--- config.mk ---
export PLATFORM = sky130hd
export DESIGN_NAME = mem_port_arbiter_flat
export DESIGN_NICKNAME = d
export VERILOG_FILES = /design/src/rtl/mem_port_arbiter_if.sv /design/src/rtl/mem_port_arbiter.sv /design/src/flat_wrapper.sv
export SDC_FILE = /design/constraint.sdc
export NUM_CORES = 1
export LEC_CHECK = 0
export CAP_MARGIN = 10
export CORE_AREA = 2 2 200 202
export DETAILED_ROUTE_END_ITERATION = 16
export DIE_AREA = 0 0 202 204
export PLACE_DENSITY = 0.51
export SLEW_MARGIN = 20
export SYNTH_ARGS = -nofsm -noshare
export SYNTH_HDL_FRONTEND = slang
export SYNTH_SLANG_ARGS = --single-unit
--- constraint.sdc ---
create_clock -name clk -period 1.8 [get_ports clk]
set_clock_uncertainty 0.15 [all_clocks]
set_input_delay 0.18 -clock clk [delete_from_list [all_inputs] [get_ports clk]]
set_output_delay 0.18 -clock clk [all_outputs]
set_load 0.005 [all_outputs]
--- src/rtl/mem_port_arbiter_if.sv ---
`default_nettype none
// ============================================================================
//  Module   : mem_port_arbiter_if
//  Brief    : Bundles the icache, dcache and downstream memory handshakes
//             seen by mem_port_arbiter.
//  Revision : 1.0 - initial release
// ============================================================================
interface mem_port_arbiter_if #(
  parameter int ADDR_W = 64,
  parameter int DATA_W = 64
);
  logic                  icache_cmd_valid;
  logic                  icache_cmd_ready;
  logic [ADDR_W-1:0]     icache_cmd_payload_addr;
  logic                  icache_rsp_valid;
  logic [31:0]           icache_rsp_payload_data;

  logic                  dcache_cmd_valid;
  logic                  dcache_cmd_ready;
  logic [ADDR_W-1:0]     dcache_cmd_payload_addr;
  logic                  dcache_cmd_payload_wen;
  logic [DATA_W-1:0]     dcache_cmd_payload_wdata;
  logic [DATA_W/8-1:0]   dcache_cmd_payload_wstrb;
  logic                  dcache_rsp_valid;
  logic [DATA_W-1:0]     dcache_rsp_payload_data;

  logic                  mem_cmd_valid;
  logic                  mem_cmd_ready;
  logic [ADDR_W-1:0]     mem_cmd_addr;
  logic                  mem_cmd_wen;
  logic [DATA_W-1:0]     mem_cmd_wdata;
  logic [DATA_W/8-1:0]   mem_cmd_wstrb;
  logic                  mem_rsp_valid;
  logic [DATA_W-1:0]     mem_rsp_data;

  // Arbiter side
  modport slave (
    input  icache_cmd_valid, icache_cmd_payload_addr,
    output icache_cmd_ready, icache_rsp_valid, icache_rsp_payload_data,
    input  dcache_cmd_valid, dcache_cmd_payload_addr, dcache_cmd_payload_wen,
    input  dcache_cmd_payload_wdata, dcache_cmd_payload_wstrb,
    output dcache_cmd_ready, dcache_rsp_valid, dcache_rsp_payload_data,
    output mem_cmd_valid, mem_cmd_addr, mem_cmd_wen, mem_cmd_wdata, mem_cmd_wstrb,
    input  mem_cmd_ready, mem_rsp_valid, mem_rsp_data
  );

  // Core and memory side
  modport master (
    output icache_cmd_valid, icache_cmd_payload_addr,
    input  icache_cmd_ready, icache_rsp_valid, icache_rsp_payload_data,
    output dcache_cmd_valid, dcache_cmd_payload_addr, dcache_cmd_payload_wen,
    output dcache_cmd_payload_wdata, dcache_cmd_payload_wstrb,
    input  dcache_cmd_ready, dcache_rsp_valid, dcache_rsp_payload_data,
    input  mem_cmd_valid, mem_cmd_addr, mem_cmd_wen, mem_cmd_wdata, mem_cmd_wstrb,
    output mem_cmd_ready, mem_rsp_valid, mem_rsp_data
  );
endinterface
`default_nettype wire

--- src/rtl/mem_port_arbiter.sv ---
`default_nettype none
// ============================================================================
//  Module   : mem_port_arbiter
//  Brief    : Shares one single-outstanding memory port between icache and
//             dcache; define MEM_ARB_RR_EN for round-robin, else dcache wins.
//  Revision : 1.0 - initial release
// ============================================================================
module mem_port_arbiter #(
  parameter int ADDR_W = 64,
  parameter int DATA_W = 64
) (
  input  wire logic         clk,
  input  wire logic         rst_n,
  mem_port_arbiter_if.slave bus,
  output logic              err_stray_rsp
);

  typedef enum logic [0:0] {
    IDLE = 1'b0,
    BUSY = 1'b1
  } state_t;

  localparam logic c_icache = 1'b0;
  localparam logic c_dcache = 1'b1;

  state_t              r_state;
  logic                r_owner;
  logic                r_half;

  logic                w_idle;
  logic                w_sel_d;
  logic                w_issue;
  logic                w_fire;
  logic [ADDR_W-1:0]   w_cmd_addr;
  logic [DATA_W-1:0]   w_cmd_wdata;
  logic [DATA_W/8-1:0] w_cmd_wstrb;
  logic [31:0]         w_rsp_word;

`ifdef MEM_ARB_RR_EN
  logic r_rr_ptr;

  // Under contention the pointer decides; a lone requester always wins.
  assign w_sel_d = bus.dcache_cmd_valid &
                   (~bus.icache_cmd_valid | (r_rr_ptr == c_dcache));

  always_ff @(posedge clk or negedge rst_n) begin
    if (!rst_n) begin
      r_rr_ptr <= c_icache;
    end else if (w_fire) begin
      r_rr_ptr <= w_sel_d ? c_icache : c_dcache;
    end
  end
`else
  assign w_sel_d = bus.dcache_cmd_valid;
`endif

  assign w_idle  = (r_state == IDLE);
  assign w_issue = w_idle & (bus.icache_cmd_valid | bus.dcache_cmd_valid);
  assign w_fire  = w_issue & bus.mem_cmd_ready;

  // Payload follows the current winner every cycle until the handshake.
  assign w_cmd_addr  = w_sel_d ? bus.dcache_cmd_payload_addr : bus.icache_cmd_payload_addr;
  assign w_cmd_wdata = w_sel_d ? bus.dcache_cmd_payload_wdata : '0;
  assign w_cmd_wstrb = w_sel_d ? bus.dcache_cmd_payload_wstrb : '0;

  assign bus.mem_cmd_valid = w_issue;
  assign bus.mem_cmd_addr  = w_cmd_addr;
  assign bus.mem_cmd_wen   = w_sel_d & bus.dcache_cmd_payload_wen;
  assign bus.mem_cmd_wdata = w_cmd_wdata;
  assign bus.mem_cmd_wstrb = w_cmd_wstrb;

  assign bus.icache_cmd_ready = w_idle & ~w_sel_d & bus.icache_cmd_valid & bus.mem_cmd_ready;
  assign bus.dcache_cmd_ready = w_idle & w_sel_d & bus.mem_cmd_ready;

  assign w_rsp_word = r_half ? bus.mem_rsp_data[63:32] : bus.mem_rsp_data[31:0];

  always_ff @(posedge clk or negedge rst_n) begin
    if (!rst_n) begin
      r_state                     <= IDLE;
      r_owner                     <= c_icache;
      r_half                      <= 1'b0;
      bus.icache_rsp_valid        <= 1'b0;
      bus.icache_rsp_payload_data <= '0;
      bus.dcache_rsp_valid        <= 1'b0;
      bus.dcache_rsp_payload_data <= '0;
      err_stray_rsp               <= 1'b0;
    end else begin
      bus.icache_rsp_valid <= 1'b0;
      bus.dcache_rsp_valid <= 1'b0;
      case (r_state)
        IDLE: begin
          if (bus.mem_rsp_valid) begin
            err_stray_rsp <= 1'b1;
          end
          if (w_fire) begin
            r_owner <= w_sel_d ? c_dcache : c_icache;
            r_half  <= bus.icache_cmd_payload_addr[2];
            r_state <= BUSY;
          end
        end
        BUSY: begin
          if (bus.mem_rsp_valid) begin
            if (r_owner == c_dcache) begin
              bus.dcache_rsp_valid        <= 1'b1;
              bus.dcache_rsp_payload_data <= bus.mem_rsp_data;
            end else begin
              bus.icache_rsp_valid        <= 1'b1;
              bus.icache_rsp_payload_data <= w_rsp_word;
            end
            r_state <= IDLE;
          end
        end
        default: r_state <= IDLE;
      endcase
    end
  end

endmodule
`default_nettype wire

--- src/flat_wrapper.sv ---
// flat-port wrapper written by rule: the top's interface ports become plain ports
module mem_port_arbiter_flat 
#(
  parameter int ADDR_W = 64,
  parameter int DATA_W = 64
)
  (clk, rst_n, err_stray_rsp, bus_icache_cmd_valid, bus_icache_cmd_payload_addr, bus_icache_cmd_ready, bus_icache_rsp_valid, bus_icache_rsp_payload_data, bus_dcache_cmd_valid, bus_dcache_cmd_payload_addr, bus_dcache_cmd_payload_wen, bus_dcache_cmd_payload_wdata, bus_dcache_cmd_payload_wstrb, bus_dcache_cmd_ready, bus_dcache_rsp_valid, bus_dcache_rsp_payload_data, bus_mem_cmd_valid, bus_mem_cmd_addr, bus_mem_cmd_wen, bus_mem_cmd_wdata, bus_mem_cmd_wstrb, bus_mem_cmd_ready, bus_mem_rsp_valid, bus_mem_rsp_data);
  mem_port_arbiter_if #(.ADDR_W(ADDR_W), .DATA_W(DATA_W)) bus_i ();
  input  wire logic clk;
  input  wire logic rst_n;
  output logic err_stray_rsp;
  input wire logic [$bits(bus_i.icache_cmd_valid)-1:0] bus_icache_cmd_valid;
  input wire logic [$bits(bus_i.icache_cmd_payload_addr)-1:0] bus_icache_cmd_payload_addr;
  output wire logic [$bits(bus_i.icache_cmd_ready)-1:0] bus_icache_cmd_ready;
  output wire logic [$bits(bus_i.icache_rsp_valid)-1:0] bus_icache_rsp_valid;
  output wire logic [$bits(bus_i.icache_rsp_payload_data)-1:0] bus_icache_rsp_payload_data;
  input wire logic [$bits(bus_i.dcache_cmd_valid)-1:0] bus_dcache_cmd_valid;
  input wire logic [$bits(bus_i.dcache_cmd_payload_addr)-1:0] bus_dcache_cmd_payload_addr;
  input wire logic [$bits(bus_i.dcache_cmd_payload_wen)-1:0] bus_dcache_cmd_payload_wen;
  input wire logic [$bits(bus_i.dcache_cmd_payload_wdata)-1:0] bus_dcache_cmd_payload_wdata;
  input wire logic [$bits(bus_i.dcache_cmd_payload_wstrb)-1:0] bus_dcache_cmd_payload_wstrb;
  output wire logic [$bits(bus_i.dcache_cmd_ready)-1:0] bus_dcache_cmd_ready;
  output wire logic [$bits(bus_i.dcache_rsp_valid)-1:0] bus_dcache_rsp_valid;
  output wire logic [$bits(bus_i.dcache_rsp_payload_data)-1:0] bus_dcache_rsp_payload_data;
  output wire logic [$bits(bus_i.mem_cmd_valid)-1:0] bus_mem_cmd_valid;
  output wire logic [$bits(bus_i.mem_cmd_addr)-1:0] bus_mem_cmd_addr;
  output wire logic [$bits(bus_i.mem_cmd_wen)-1:0] bus_mem_cmd_wen;
  output wire logic [$bits(bus_i.mem_cmd_wdata)-1:0] bus_mem_cmd_wdata;
  output wire logic [$bits(bus_i.mem_cmd_wstrb)-1:0] bus_mem_cmd_wstrb;
  input wire logic [$bits(bus_i.mem_cmd_ready)-1:0] bus_mem_cmd_ready;
  input wire logic [$bits(bus_i.mem_rsp_valid)-1:0] bus_mem_rsp_valid;
  input wire logic [$bits(bus_i.mem_rsp_data)-1:0] bus_mem_rsp_data;
  assign bus_i.icache_cmd_valid = bus_icache_cmd_valid;
  assign bus_i.icache_cmd_payload_addr = bus_icache_cmd_payload_addr;
  assign bus_icache_cmd_ready = bus_i.icache_cmd_ready;
  assign bus_icache_rsp_valid = bus_i.icache_rsp_valid;
  assign bus_icache_rsp_payload_data = bus_i.icache_rsp_payload_data;
  assign bus_i.dcache_cmd_valid = bus_dcache_cmd_valid;
  assign bus_i.dcache_cmd_payload_addr = bus_dcache_cmd_payload_addr;
  assign bus_i.dcache_cmd_payload_wen = bus_dcache_cmd_payload_wen;
  assign bus_i.dcache_cmd_payload_wdata = bus_dcache_cmd_payload_wdata;
  assign bus_i.dcache_cmd_payload_wstrb = bus_dcache_cmd_payload_wstrb;
  assign bus_dcache_cmd_ready = bus_i.dcache_cmd_ready;
  assign bus_dcache_rsp_valid = bus_i.dcache_rsp_valid;
  assign bus_dcache_rsp_payload_data = bus_i.dcache_rsp_payload_data;
  assign bus_mem_cmd_valid = bus_i.mem_cmd_valid;
  assign bus_mem_cmd_addr = bus_i.mem_cmd_addr;
  assign bus_mem_cmd_wen = bus_i.mem_cmd_wen;
  assign bus_mem_cmd_wdata = bus_i.mem_cmd_wdata;
  assign bus_mem_cmd_wstrb = bus_i.mem_cmd_wstrb;
  assign bus_i.mem_cmd_ready = bus_mem_cmd_ready;
  assign bus_i.mem_rsp_valid = bus_mem_rsp_valid;
  assign bus_i.mem_rsp_data = bus_mem_rsp_data;
  mem_port_arbiter #(.ADDR_W(ADDR_W), .DATA_W(DATA_W)) u_core (.clk(clk), .rst_n(rst_n), .bus(bus_i), .err_stray_rsp(err_stray_rsp));
endmodule
==> results.py <==
metrics = {
    "floorplanning": {
        "dieArea_um2": 41210,
        "core_um2": 39180,
        "ios": 510,
        "die_w_um": 202,
        "initial_core_util_pct": 14.12,
        "rows": 73,
        "die_h_um": 204,
    },
    "synthesis": {
        "synth_cells": 449,
        "synth_area_um2": 5532,
        "syn-num-nets": 720,
        "ys_ff_latch": 102,
        "seq_area_frac_synth_pct": 46.14,
        "synth_cell_type_count": 17,
        "syn_area_per_cell_um2": 12.32,
        "yosysWarningCount": 0,
    },
    "final_layout": {
        "final-seq-area_um2": 2554,
        "multi_input_area_um2": 2774,
        "drive_gt1_share_pct": 18.58,
        "syn_to_final_growth_pct": 112.4,
        "fin_area_um2": 11750,
        "fillers": 4047,
        "nets": 1235,
    },
    "status": {
        "status": "completed",
    },
    "worst_setup_path": {
        "crit_slowest_cell": "clkdlybuf4s50_1",
        "crit_arrival_ps": 1420,
        "cpMostUsedCell": "clkdlybuf4s50_1",
        "cp_top_family": "buffers and inverters",
        "cp.required_ps": 1470,
        "cp_max_fo": 1,
        "timing.critical_path.buf_inv": 2,
        "worstRegToRegCells": 4,
        "crit_path_max_incr_delay_ps": 500,
        "path_depth": 3,
        "worstSetupPathType": "in2out",
        "critPathLaunchType": "input pin",
        "end_kind": "output pin",
        "cp_cell_sequence": "clkdlybuf4s50_1 -> mux2_2 -> clkdlybuf4s50_1",
    },
    "sta": {
        "final-max-slew-violation-count": 0,
        "setup_slack_ps": 46.23,
        "rsz0062_at_grt": "no",
        "finalCritPeriodShare_pct": 97.43,
        "finalHoldViolCount": 0,
        "relSlewSlack_pct": 59.45,
        "fmax_mhz": 570.2,
        "worst_slew_pin_slew_ps": 608.2,
        "final.min_clock_period_ps": 1754,
        "setup_violations": 0,
    },
    "cts": {
        "cts_max_level": 3,
        "cts_tree": "built",
        "cts_buffers": 9,
        "clock-sinks": 102,
        "clk_path_buf_depth": 2,
        "cts-root-buf": "clkbuf_16",
        "clkLatencyLatePin_ps": 350,
        "clkTransAtPathRegs_ps": 70,
    },
    "drt": {
        "dr.pass1.iters": 4,
        "wirelength_um": 30720,
        "num_vias": 5438,
        "drtIter0Drc": 151,
        "drc_errors": 0,
        "postRouteAntennaNets": 0,
        "detail_route.wl_per_cell_um": 20.45,
        "via_per_inst": 3.621,
    },
    "hold_path": {
        "hold_path.class": "in2async",
    },
    "placed_design": {
        "dpl-instance-area_um2": 11370,
        "dp_hpwl_um": 26410,
        "io_buffers": 509,
        "dp_slack_ps": -181.4,
        "gp_congestion": 0.8442,
    },
    "pwr": {
        "vdd_drop_max_mv": 0.3917,
        "power_density_nw_per_um2": 982.1,
        "leakage_nw": 4.889,
    },
    "grt": {
        "grt_max_degree": 58,
        "grt_pass1_wl_um": 42540,
        "track_usage_pct": 14.39,
        "antenna_found_initial": 10,
        "grt_pass1_vias": 5801,
        "overflow": 0,
    },
    "flow_run": {
        "max_cap_viol_count": 0,
    },
}
[synthesized netlist by cell type (all sizes together)]
cell | number | area (µm²)
a21o | 2 | 15.01
and2 | 74 | 462.9
buf | 25 | 170.2
clkbuf | 9 | 33.78
dfrtp | 102 | 2552
inv | 3 | 11.26
mux2 | 129 | 1637
mux2i | 32 | 320.3
nand2 | 33 | 123.9
nand3 | 1 | 10.01
nand3b | 1 | 7.510
nor2 | 3 | 11.26
nor2b | 1 | 6.260
o21ai | 34 | 170.2
[state kept, by name, summed over array words and instances, names as in the netlist]
signal,cells
u_core.err_stray_rsp,1
u_core.r_owner,1
u_core.bus.dcache_rsp_valid,1
u_core.bus.dcache_rsp_payload_data,64
u_core.r_state,1
u_core.r_half,1
u_core.bus.icache_rsp_payload_data,32
u_core.bus.icache_rsp_valid,1
[where the power goes]
| part | internal [mW] | leakage [nW] | switching, mW |
|---|---|---|---|
| Clock | 1.24 | 0.162 | 0.936 |
| Sequential | 3.32 | 1.23 | 0.550 |
| Combinational | 3.78 | 3.50 | 1.72 |
[cell usage in the layout, fill, tap and decap left out, types with 2 or more instances in the layout]
master,synthesis,layout
and2_1,74,74
clkdlybuf4s50_1,0,498
dlygate4sd2_1,0,7
nor2_1,3,3
clkinv_4,0,3
clkbuf_16,0,9
o21ai_0,34,34
nand2_1,33,33
mux2_2,80,80
dfrtp_1,102,101
buf_12,0,7
mux2_4,49,49
bufinv_16,0,2
a21o_1,2,2
inv_1,3,3
mux2i_1,32,32
diode_2,0,8
buf_4,3,24
[tightest hold or removal path, cell delays in order]
cell and delay (ps):
dlygate4sd3_1 550, buf_4 130, buf_12 270
[cells by family (layout without fill, tap and decap cells)]
family | count (synthesis) | in the layout | synth area share, %
compound gates | 36 | 36 | 3.348
buf+inv | 37 | 557 | 3.890
flops | 102 | 102 | 46.14
mux | 161 | 161 | 35.38
other cells | 0 | 8 | 0
simple gates | 113 | 113 | 11.24
[final timing paths]
kind,to,start,slack (ps)
max reg2reg,u_core.bus.dcache_rsp_payload_data[54],u_core.r_state,200
max,bus_mem_cmd_addr[25],bus_icache_cmd_payload_addr[25],50
max in group asynchronous,u_core.bus.dcache_rsp_payload_data[42],rst_n,700
min in group clk,u_core.bus.dcache_rsp_payload_data[3],bus_mem_rsp_data[3],320
min,u_core.bus.icache_rsp_payload_data[16],rst_n,240
min reg2reg,u_core.err_stray_rsp,u_core.err_stray_rsp,330
[metal layers]
metal	track usage (%)	part of all wire, %
met5	0	0.14
met4	3.703	1.9
met3	4.672	7.9
met2	27.28	53
met1	15.23	37
[cell type report]
type / count / share of cell area, %
clock buffers: 9 / 1.917
clock inverters: 7 / 0.9050
repair buffers: 538 / 45.99
multi-input cells: 310 / 23.61
inverters: 3 / 0.09583
well taps: 525 / 5.590
diodes: 8 / 0.1704
flip-flops and latches: 102 / 21.73
[through the flow]
| step | hold WS, ps | TNS [ps] | power (mW) | std cells | util [%] |
|---|---|---|---|---|---|
| after global placement | 54.24 | -7012 | 9.472 | 1476 | 29.01 |
| after global routing | 254.4 | 0 | 12.26 | 1495 | 29.95 |
| after floorplan | -265.6 | 0 | 5.688 | 449 | - |
| after CTS | 235.4 | 0 | 11.76 | 1494 | 29.92 |
| after detailed placement | 55.76 | -8825 | 9.505 | 1476 | 29.01 |
| final | 242.7 | 0 | 11.54 | 1502 | 29.99 |
[timing repair]
| item | in CTS | in global routing |
|---|---|---|
| buffers inserted | 1 | 0 |
| hold buffers | 1 | 0 |
| gates resized for setup | 11 | 1 |
| hold endpoints to repair | 102 | 0 |
| endpoints found under the setup margin | 109 | 1 |
| pin swaps | 0 | 0 |
Power figures use the tool's default switching activity.
